--- src/rtl/imem_loader_pkg.sv ---
// imem_loader_pkg
// Shared definitions for the instruction-memory byte loader: the loader
// state encoding, the instruction memory depth and the bytes per word.
// No ports.
package imem_loader_pkg;

    typedef enum logic [2:0] {
        ST_IDLE   = 3'd0,
        ST_LOAD   = 3'd1,
        ST_WRITE  = 3'd2,
        ST_FINISH = 3'd3,
        ST_CHECK  = 3'd4
    } state_t;

    localparam int IMEM_DEPTH = 6000;
    localparam int WORD_BYTES = 4;

endpackage

--- src/rtl/imem_loader_if.sv ---
// imem_loader_if
// Bundles the loader's byte-stream handshake and the instruction memory
// write port.
//   in_valid / in_data : byte offered by the host
//   in_ready           : loader takes the byte this cycle
//   mem_we             : one-cycle write strobe per word
//   mem_addr           : word index into instruction memory
//   mem_wdata          : assembled little-endian word
// Modports: master = host / memory side, slave = loader side.
interface imem_loader_if;

    logic        in_valid;
    logic [7:0]  in_data;
    logic        in_ready;
    logic        mem_we;
    logic [31:0] mem_addr;
    logic [31:0] mem_wdata;

    modport master (
        output in_valid, in_data,
        input  in_ready, mem_we, mem_addr, mem_wdata
    );

    modport slave (
        input  in_valid, in_data,
        output in_ready, mem_we, mem_addr, mem_wdata
    );

endinterface

--- src/rtl/imem_word_packer.sv ---
// imem_word_packer
// Collects accepted bytes into a 32-bit word, little-endian: the first byte
// of a word lands in bits 7:0, the fourth in bits 31:24.
//   clk, reset : clock and synchronous active-high reset
//   clear      : restart at lane 0 (held while the loader is idle)
//   accept     : a byte transfers this cycle
//   data       : the byte
//   word       : the lanes as currently assembled
//   word_done  : the byte accepted this cycle completes the word
module imem_word_packer
    import imem_loader_pkg::*;
(
    input  logic        clk,
    input  logic        reset,
    input  logic        clear,
    input  logic        accept,
    input  logic [7:0]  data,
    output logic [31:0] word,
    output logic        word_done
);

    localparam int IDX_W = $clog2(WORD_BYTES);

    logic [IDX_W-1:0] byte_idx_reg;

    // The index wraps naturally at WORD_BYTES, so no explicit modulo.
    always_ff @(posedge clk) begin
        if (reset || clear) begin
            byte_idx_reg <= '0;
        end else if (accept) begin
            byte_idx_reg <= byte_idx_reg + IDX_W'(1);
        end
    end

    assign word_done = accept && (byte_idx_reg == IDX_W'(WORD_BYTES - 1));

    generate
        for (genvar gi = 0; gi < WORD_BYTES; gi++) begin : g_lane
            logic [7:0] lane_reg;

            always_ff @(posedge clk) begin
                if (reset) begin
                    lane_reg <= '0;
                end else if (accept && (byte_idx_reg == IDX_W'(gi))) begin
                    lane_reg <= data;
                end
            end

            assign word[gi*8 +: 8] = lane_reg;
        end
    endgenerate

endmodule

--- src/rtl/imem_loader.sv ---
// imem_loader
// Byte-stream programming port for the instruction memory. Bytes arrive over
// a valid/ready handshake, are packed little-endian into words, and each word
// is written at consecutive word addresses starting at a programmable base.
//   clk, reset             : clock and synchronous active-high reset
//   start                  : begin a load (only honoured while idle)
//   base_addr, word_count  : load window, captured with start
//   bus (slave)            : byte stream in, memory write port out
//   busy                   : a load is in progress
//   done                   : one-cycle pulse when a load completes
//   error                  : sticky; range violation or checksum mismatch,
//                            cleared by the next accepted start
// Optional build macro IMEM_LOADER_CHECKSUM_EN: after the data words a
// 4-byte checksum (32-bit modular sum of the words) is read and compared;
// it is never written to memory.
module imem_loader
    import imem_loader_pkg::*;
#(
    parameter int DEPTH = IMEM_DEPTH
) (
    input  logic          clk,
    input  logic          reset,
    input  logic          start,
    input  logic [31:0]   base_addr,
    input  logic [31:0]   word_count,
    imem_loader_if.slave  bus,
    output logic          busy,
    output logic          done,
    output logic          error
);

    localparam logic [2:0] S_IDLE   = ST_IDLE;
    localparam logic [2:0] S_LOAD   = ST_LOAD;
    localparam logic [2:0] S_WRITE  = ST_WRITE;
    localparam logic [2:0] S_FINISH = ST_FINISH;
`ifdef IMEM_LOADER_CHECKSUM_EN
    localparam logic [2:0] S_CHECK  = ST_CHECK;
`endif

    logic [2:0]  state_reg, state_next;
    logic [31:0] base_reg, base_next;
    logic [31:0] count_reg, count_next;
    logic [31:0] written_reg, written_next;
    logic        error_reg, error_next;
    logic        empty_reg, empty_next;
`ifdef IMEM_LOADER_CHECKSUM_EN
    logic [31:0] sum_reg, sum_next;
`endif

    logic [31:0] packed_word;
    logic        word_done;
    logic        accept;

    assign accept = bus.in_valid && bus.in_ready;

    imem_word_packer u_packer (
        .clk       (clk),
        .reset     (reset),
        .clear     (state_reg == S_IDLE),
        .accept    (accept),
        .data      (bus.in_data),
        .word      (packed_word),
        .word_done (word_done)
    );

`ifdef IMEM_LOADER_CHECKSUM_EN
    assign bus.in_ready = (state_reg == S_LOAD) || (state_reg == S_CHECK);
`else
    assign bus.in_ready = (state_reg == S_LOAD);
`endif
    // The write strobe is masked by reset so a word completed just before
    // reset never reaches memory.
    assign bus.mem_we    = (state_reg == S_WRITE) && !reset;
    assign bus.mem_addr  = base_reg + written_reg;
    assign bus.mem_wdata = packed_word;

    assign busy  = (state_reg != S_IDLE);
    // An empty load spends one extra FINISH cycle (empty_reg) so its done
    // pulse lands two cycles after start.
    assign done  = (state_reg == S_FINISH) && !empty_reg;
    assign error = error_reg;

    always_comb begin
        state_next   = state_reg;
        base_next    = base_reg;
        count_next   = count_reg;
        written_next = written_reg;
        error_next   = error_reg;
        empty_next   = empty_reg;
`ifdef IMEM_LOADER_CHECKSUM_EN
        sum_next     = sum_reg;
`endif
        case (state_reg)
            S_IDLE: begin
                if (start) begin
                    base_next    = base_addr;
                    count_next   = word_count;
                    written_next = '0;
                    error_next   = 1'b0;
                    empty_next   = 1'b0;
`ifdef IMEM_LOADER_CHECKSUM_EN
                    sum_next     = '0;
`endif
                    if (word_count == 32'd0) begin
                        state_next = S_FINISH;
                        empty_next = 1'b1;
                    end else if (({1'b0, base_addr} + {1'b0, word_count}) > 33'(DEPTH)) begin
                        // 33-bit sum so a huge base or count cannot wrap past the check.
                        error_next = 1'b1;
                    end else begin
                        state_next = S_LOAD;
                    end
                end
            end
            S_LOAD: begin
                if (word_done) begin
                    state_next = S_WRITE;
                end
            end
            S_WRITE: begin
                written_next = written_reg + 32'd1;
`ifdef IMEM_LOADER_CHECKSUM_EN
                sum_next     = sum_reg + packed_word;
`endif
                if (written_reg + 32'd1 == count_reg) begin
`ifdef IMEM_LOADER_CHECKSUM_EN
                    state_next = S_CHECK;
`else
                    state_next = S_FINISH;
`endif
                end else begin
                    state_next = S_LOAD;
                end
            end
`ifdef IMEM_LOADER_CHECKSUM_EN
            S_CHECK: begin
                // The last checksum byte is still on the bus, not yet in the lanes.
                if (word_done) begin
                    if ({bus.in_data, packed_word[23:0]} != sum_reg) begin
                        error_next = 1'b1;
                    end
                    state_next = S_FINISH;
                end
            end
`endif
            S_FINISH: begin
                if (empty_reg) begin
                    empty_next = 1'b0;
                end else begin
                    state_next = S_IDLE;
                end
            end
            default: begin
                state_next = S_IDLE;
            end
        endcase
    end

    always_ff @(posedge clk) begin
        if (reset) begin
            state_reg   <= S_IDLE;
            base_reg    <= '0;
            count_reg   <= '0;
            written_reg <= '0;
            error_reg   <= 1'b0;
            empty_reg   <= 1'b0;
`ifdef IMEM_LOADER_CHECKSUM_EN
            sum_reg     <= '0;
`endif
        end else begin
            state_reg   <= state_next;
            base_reg    <= base_next;
            count_reg   <= count_next;
            written_reg <= written_next;
            error_reg   <= error_next;
            empty_reg   <= empty_next;
`ifdef IMEM_LOADER_CHECKSUM_EN
            sum_reg     <= sum_next;
`endif
        end
    end

endmodule

--- src/flat_wrapper.sv ---
// flat-port wrapper written by rule: the top's interface ports become plain ports
module imem_loader_flat import imem_loader_pkg::*;
#(
    parameter int DEPTH = IMEM_DEPTH
)
  (clk, reset, start, base_addr, word_count, busy, done, error, bus_in_valid, bus_in_data, bus_in_ready, bus_mem_we, bus_mem_addr, bus_mem_wdata);
  imem_loader_if bus_i ();
  input  logic clk;
  input  logic reset;
  input  logic start;
  input  logic [31:0] base_addr;
  input  logic [31:0] word_count;
  output logic busy;
  output logic done;
  output logic error;
  input wire logic [$bits(bus_i.in_valid)-1:0] bus_in_valid;
  input wire logic [$bits(bus_i.in_data)-1:0] bus_in_data;
  output wire logic [$bits(bus_i.in_ready)-1:0] bus_in_ready;
  output wire logic [$bits(bus_i.mem_we)-1:0] bus_mem_we;
  output wire logic [$bits(bus_i.mem_addr)-1:0] bus_mem_addr;
  output wire logic [$bits(bus_i.mem_wdata)-1:0] bus_mem_wdata;
  assign bus_i.in_valid = bus_in_valid;
  assign bus_i.in_data = bus_in_data;
  assign bus_in_ready = bus_i.in_ready;
  assign bus_mem_we = bus_i.mem_we;
  assign bus_mem_addr = bus_i.mem_addr;
  assign bus_mem_wdata = bus_i.mem_wdata;
  imem_loader #(.DEPTH(DEPTH)) u_core (.clk(clk), .reset(reset), .start(start), .base_addr(base_addr), .word_count(word_count), .bus(bus_i), .busy(busy), .done(done), .error(error));
endmodule
--- config.mk ---
export PLATFORM = sky130hd
export DESIGN_NAME = imem_loader_flat
export DESIGN_NICKNAME = d
export VERILOG_FILES = /design/src/rtl/imem_loader_pkg.sv /design/src/rtl/imem_loader_if.sv /design/src/rtl/imem_word_packer.sv /design/src/rtl/imem_loader.sv /design/src/flat_wrapper.sv
export SDC_FILE = /design/constraint.sdc
export NUM_CORES = 1
export LEC_CHECK = 0
export BUFFER_PORTS_ARGS = -buffer_cell sky130_fd_sc_hd__buf_4
export CAP_MARGIN = 10
export CORE_ASPECT_RATIO = 1.75
export CORE_MARGIN = 8
export CORE_UTILIZATION = 45
export DETAILED_ROUTE_END_ITERATION = 16
export PLACE_DENSITY = 0.72
export SYNTH_ARGS = -nofsm -noshare
export SYNTH_HDL_FRONTEND = slang
export SYNTH_SLANG_ARGS = --single-unit
--- constraint.sdc ---
create_clock -name clk -period 4.3 [get_ports clk]
set_clock_uncertainty 0.15 [all_clocks]
set_input_delay 0.215 -clock clk [delete_from_list [all_inputs] [get_ports clk]]
set_output_delay 0.215 -clock clk [all_outputs]
set_load 0.05 [all_outputs]
==> impl_metrics.json <==
{
  "yosys.area_share.simple_pct": 25.6,
  "vias": 10436,
  "cp_top_family": "compound AO/OA/AOI/OAI gates",
  "p_clk_share_pct": 41.9,
  "die-area_sq_um": 26300,
  "route.met2.wl_um": 17600,
  "ys_types": 71,
  "worst_pin_slew_ps": 911,
  "hold_path_class": "primary input to register",
  "dpl_cell_area_sq_um": 10800,
  "io_pins": 145,
  "area_growth_syn_to_layout_pct": 27.4,
  "p_seq_share_pct": 36.8,
  "synth_edf_count": 0,
  "grtUsageTotal_pct": 25.3,
  "postSynthAreaPerCell_sq_um": 7.28,
  "fmax_ghz": 0.245,
  "synth_xor_area_share_pct": 7.89,
  "dr.pass1.iters": 5,
  "cp.arrival_ps": 3720,
  "routed_via_density": 5.92,
  "clk_pin_slew_worst_paths_ps": 70,
  "cp_data_required_time_ps": 3930,
  "final_antenna_net_count": 0,
  "synth_top_family_by_area": "simple AND/OR/NAND/NOR gates",
  "async_flop_share_pct": 0,
  "seq_area_frac_synth_pct": 28.1,
  "cap_violations": 0,
  "reg2reg_from": "u_core.written_reg[1]",
  "synth.area.mux_share_pct": 0.629,
  "power_frac_comb_pct": 21.3,
  "cts_buffer_depth": 2,
  "synthCells": 1311,
  "path_common_cell": "buf_4",
  "die_w_um": 126,
  "rows": 70,
  "drv_slew": 0,
  "max_slew_margin_pct": 39.2,
  "numPortBuffers": 144,
  "cts_tree": "yes",
  "place.gp.congestion": 1.02,
  "path_class": "register to primary output",
  "first_iter_violations": 616,
  "final_layout_size_suffix_gt1_share_pct": 14.8,
  "switchingPower_mw": 1.06,
  "clock_sinks": 134,
  "wl_um": 34100,
  "first_global_vias": 10371,
  "crit_slowest_cell": "dfxtp_2",
  "rsz0062_at_grt": "no",
  "crit_path_start": "u_core.written_reg[0]",
  "root_buffer": "clkbuf_16",
  "hpwl_um": 25400,
  "min_path_cells": 3,
  "setup_tns_ps": 0,
  "nFillCells": 1937,
  "power.density_nw_per_um2": 291,
  "period_minus_slack_ps": 4080,
  "hold_viol": 0,
  "gr-total-overflow": 0,
  "wl_per_cell_um": 19.3,
  "htreeDepth": 4,
  "numCtsBuffers": 17,
  "met1_length_um": 12500,
  "die-height_um": 209,
  "drc": 0,
  "status": "completed",
  "min_to": "u_core.state_reg[1]",
  "antenna_found_initial": 2,
  "hold_ws_ps": 13.5,
  "syn_area_sq_um": 9550,
  "ys_seq_elements": 134,
  "clock_latency_ps": 430,
  "yosys_warnings": 0,
  "r2r_setup_slack_ps": 770,
  "route.met3.wl_um": 1530,
  "layout_setup_ws_ps": 220,
  "start_util_pct": 45.8,
  "crit_chain": "ha_1, inv_1, fa_1, nor2b_1, o31a_1, o41ai_4, a2111oi_2, buf_4, o31ai_1, buf_4, o21ai_1, a21oi_1, o21bai_1, a21oi_1, xnor2_1, buf_4",
  "dpl_worst_slack_ps": 421,
  "hp-start": "start",
  "max_stage_delay_ps": 400,
  "final_nets": 1642,
  "grt_max_degree": 87,
  "grt_pass1_wl_um": 53300,
  "p_int_mw": 2.48,
  "fin_area_sq_um": 12200,
  "crit_path_start_kind": "register",
  "top_layer": "met4",
  "irDropWorstVdd_uv": 292,
  "critPathCaptureType": "primary output",
  "r2r_end": "u_core.state_reg[1]",
  "cp_max_fo": 7,
  "setup_viol": 0,
  "cp_num_buf_inv": 4,
  "reg2reg_depth": 12,
  "synth-compound-area-share_pct": 24.7,
  "finalCritPeriodShare_pct": 94.9,
  "ys.flop_type": "dfxtp_1",
  "synth_nets": 1457,
  "synthAdderAreaFrac_pct": 9.33,
  "p_leak_nw": 5.10,
  "core_region_area_sq_um": 20800,
  "sw_frac_of_total_pct": 30.0
}
area by class of cell:
class	instances	area, sq um	share of cell area [%]
clock buffer	21	470	3.87
clock inverter	11	124	1.02
multi-input combinational	1084	6550	53.8
antenna	2	5.00	0.0411
sequential	134	2690	22.1
timing repair buffer	231	1910	15.7
inverter	28	105	0.864
tap	252	315	2.59
power by group through the flow:
stage	Sequential, mW	Combinational [mW]	Clock [mW]
global placement	1.33	0.684	0
CTS	1.30	0.741	1.49
finish	1.30	0.754	1.48
floorplan	1.32	0.446	0
global route	1.31	0.808	1.55
detailed placement	1.33	0.686	0
Yosys cell counts (all sizes together), types with 4 or more instances:
cell	count	area share (%)
or2	6	0.39
a211o	4	0.38
o311ai	5	0.46
nor2	79	3.1
mux2i	6	0.63
nand2	283	11
clkbuf	52	2.0
and3	20	1.3
nand4	24	1.6
a22oi	5	0.39
ha	68	8.9
a2111oi	7	0.97
nor4	15	1.0
o21a	8	0.63
a211oi	15	1.3
a21oi	190	10
dfxtp	134	28
a311oi	6	0.55
o21ai	57	3.0
nor2b	9	0.59
buf	13	0.59
xor2	27	2.5
o211ai	5	0.39
nand3b	4	0.31
or3	11	0.77
o21bai	8	0.63
o31a	4	0.37
o22ai	4	0.26
inv	28	1.1
xnor2	59	5.4
nand2b	7	0.46
and2	10	0.66
o41ai	4	0.37
o31ai	4	0.31
a21o	24	1.9
nand3	26	1.4
nor3	38	2.1
a31oi	7	0.46
metal layers:
metal | vias to the layer above | global-route usage [%]
met4 | 0 | 18.9
met3 | 145 | 3.01
met1 | 4843 | 25.1
li1 | 5038 | -
met5 | - | 0
met2 | 410 | 47.0
cell usage in the layout, fill, tap and decap left out, types with 10 or more instances in the layout:
cell,count
nand4_1,24
xnor2_1,59
a21o_1,23
nand2_1,282
a211oi_1,13
buf_4,160
dfxtp_1,132
nor2_1,78
dlygate4sd3_1,71
nand3_1,26
clkbuf_16,17
inv_1,28
xor2_1,27
nor4_1,14
and2_1,10
o21ai_0,55
nor3_1,35
a21oi_1,189
ha_1,68
or3_1,10
and3_1,20
timing repair:
item                       4_1_cts  5_1_grt
setup buffers                    0        1
pin swaps                        0        2
setup endpoints to repair        2        3
resized for setup                2        6
hold endpoints to repair        95        0
hold buffers                    71        0
worst max-delay path by stage:
stage	to	slack, ps	cells after the start
6_report	bus_mem_addr[30]	220	16
5_1_grt	bus_mem_addr[30]	20	16
4_1_cts	bus_mem_addr[30]	70	16
3_5_place_dp	bus_mem_addr[30]	420	16
3_3_place_gp	bus_mem_addr[30]	490	16
2_1_floorplan	bus_mem_addr[30]	300	13
logic make-up after synthesis:
| kind of cell | after synthesis |
|---|---|
| AOI/OAI and AO/OA | 381 |
| muxes | 6 |
| DFF | 134 |
| xor gates and xnor gates | 86 |
| adders and majority gates | 70 |
| buffers and inverters | 93 |
| and+or+nand+nor | 541 |
worst reg2reg max path, delay by kind of cell, from the launching register on:
| kind | cells | cell delay (ps) |
|---|---|---|
| xor gates and xnor gates | 1 | 230 |
| buffers and inverters | 1 | 170 |
| DFF | 1 | 440 |
| and+or+nand+nor | 6 | 1510 |
| adders and majority gates | 1 | 300 |
| AOI/OAI and AO/OA | 3 | 650 |
through the flow:
stage	total power, mW	util, %	std cells
CTS	3.53	58.2	1760
floorplan	1.77	-	1311
detailed placement	2.01	51.9	1657
global placement	2.01	51.9	1657
finish	3.54	58.4	1763
global route	3.66	58.4	1763
Power figures use the tool's default switching activity.
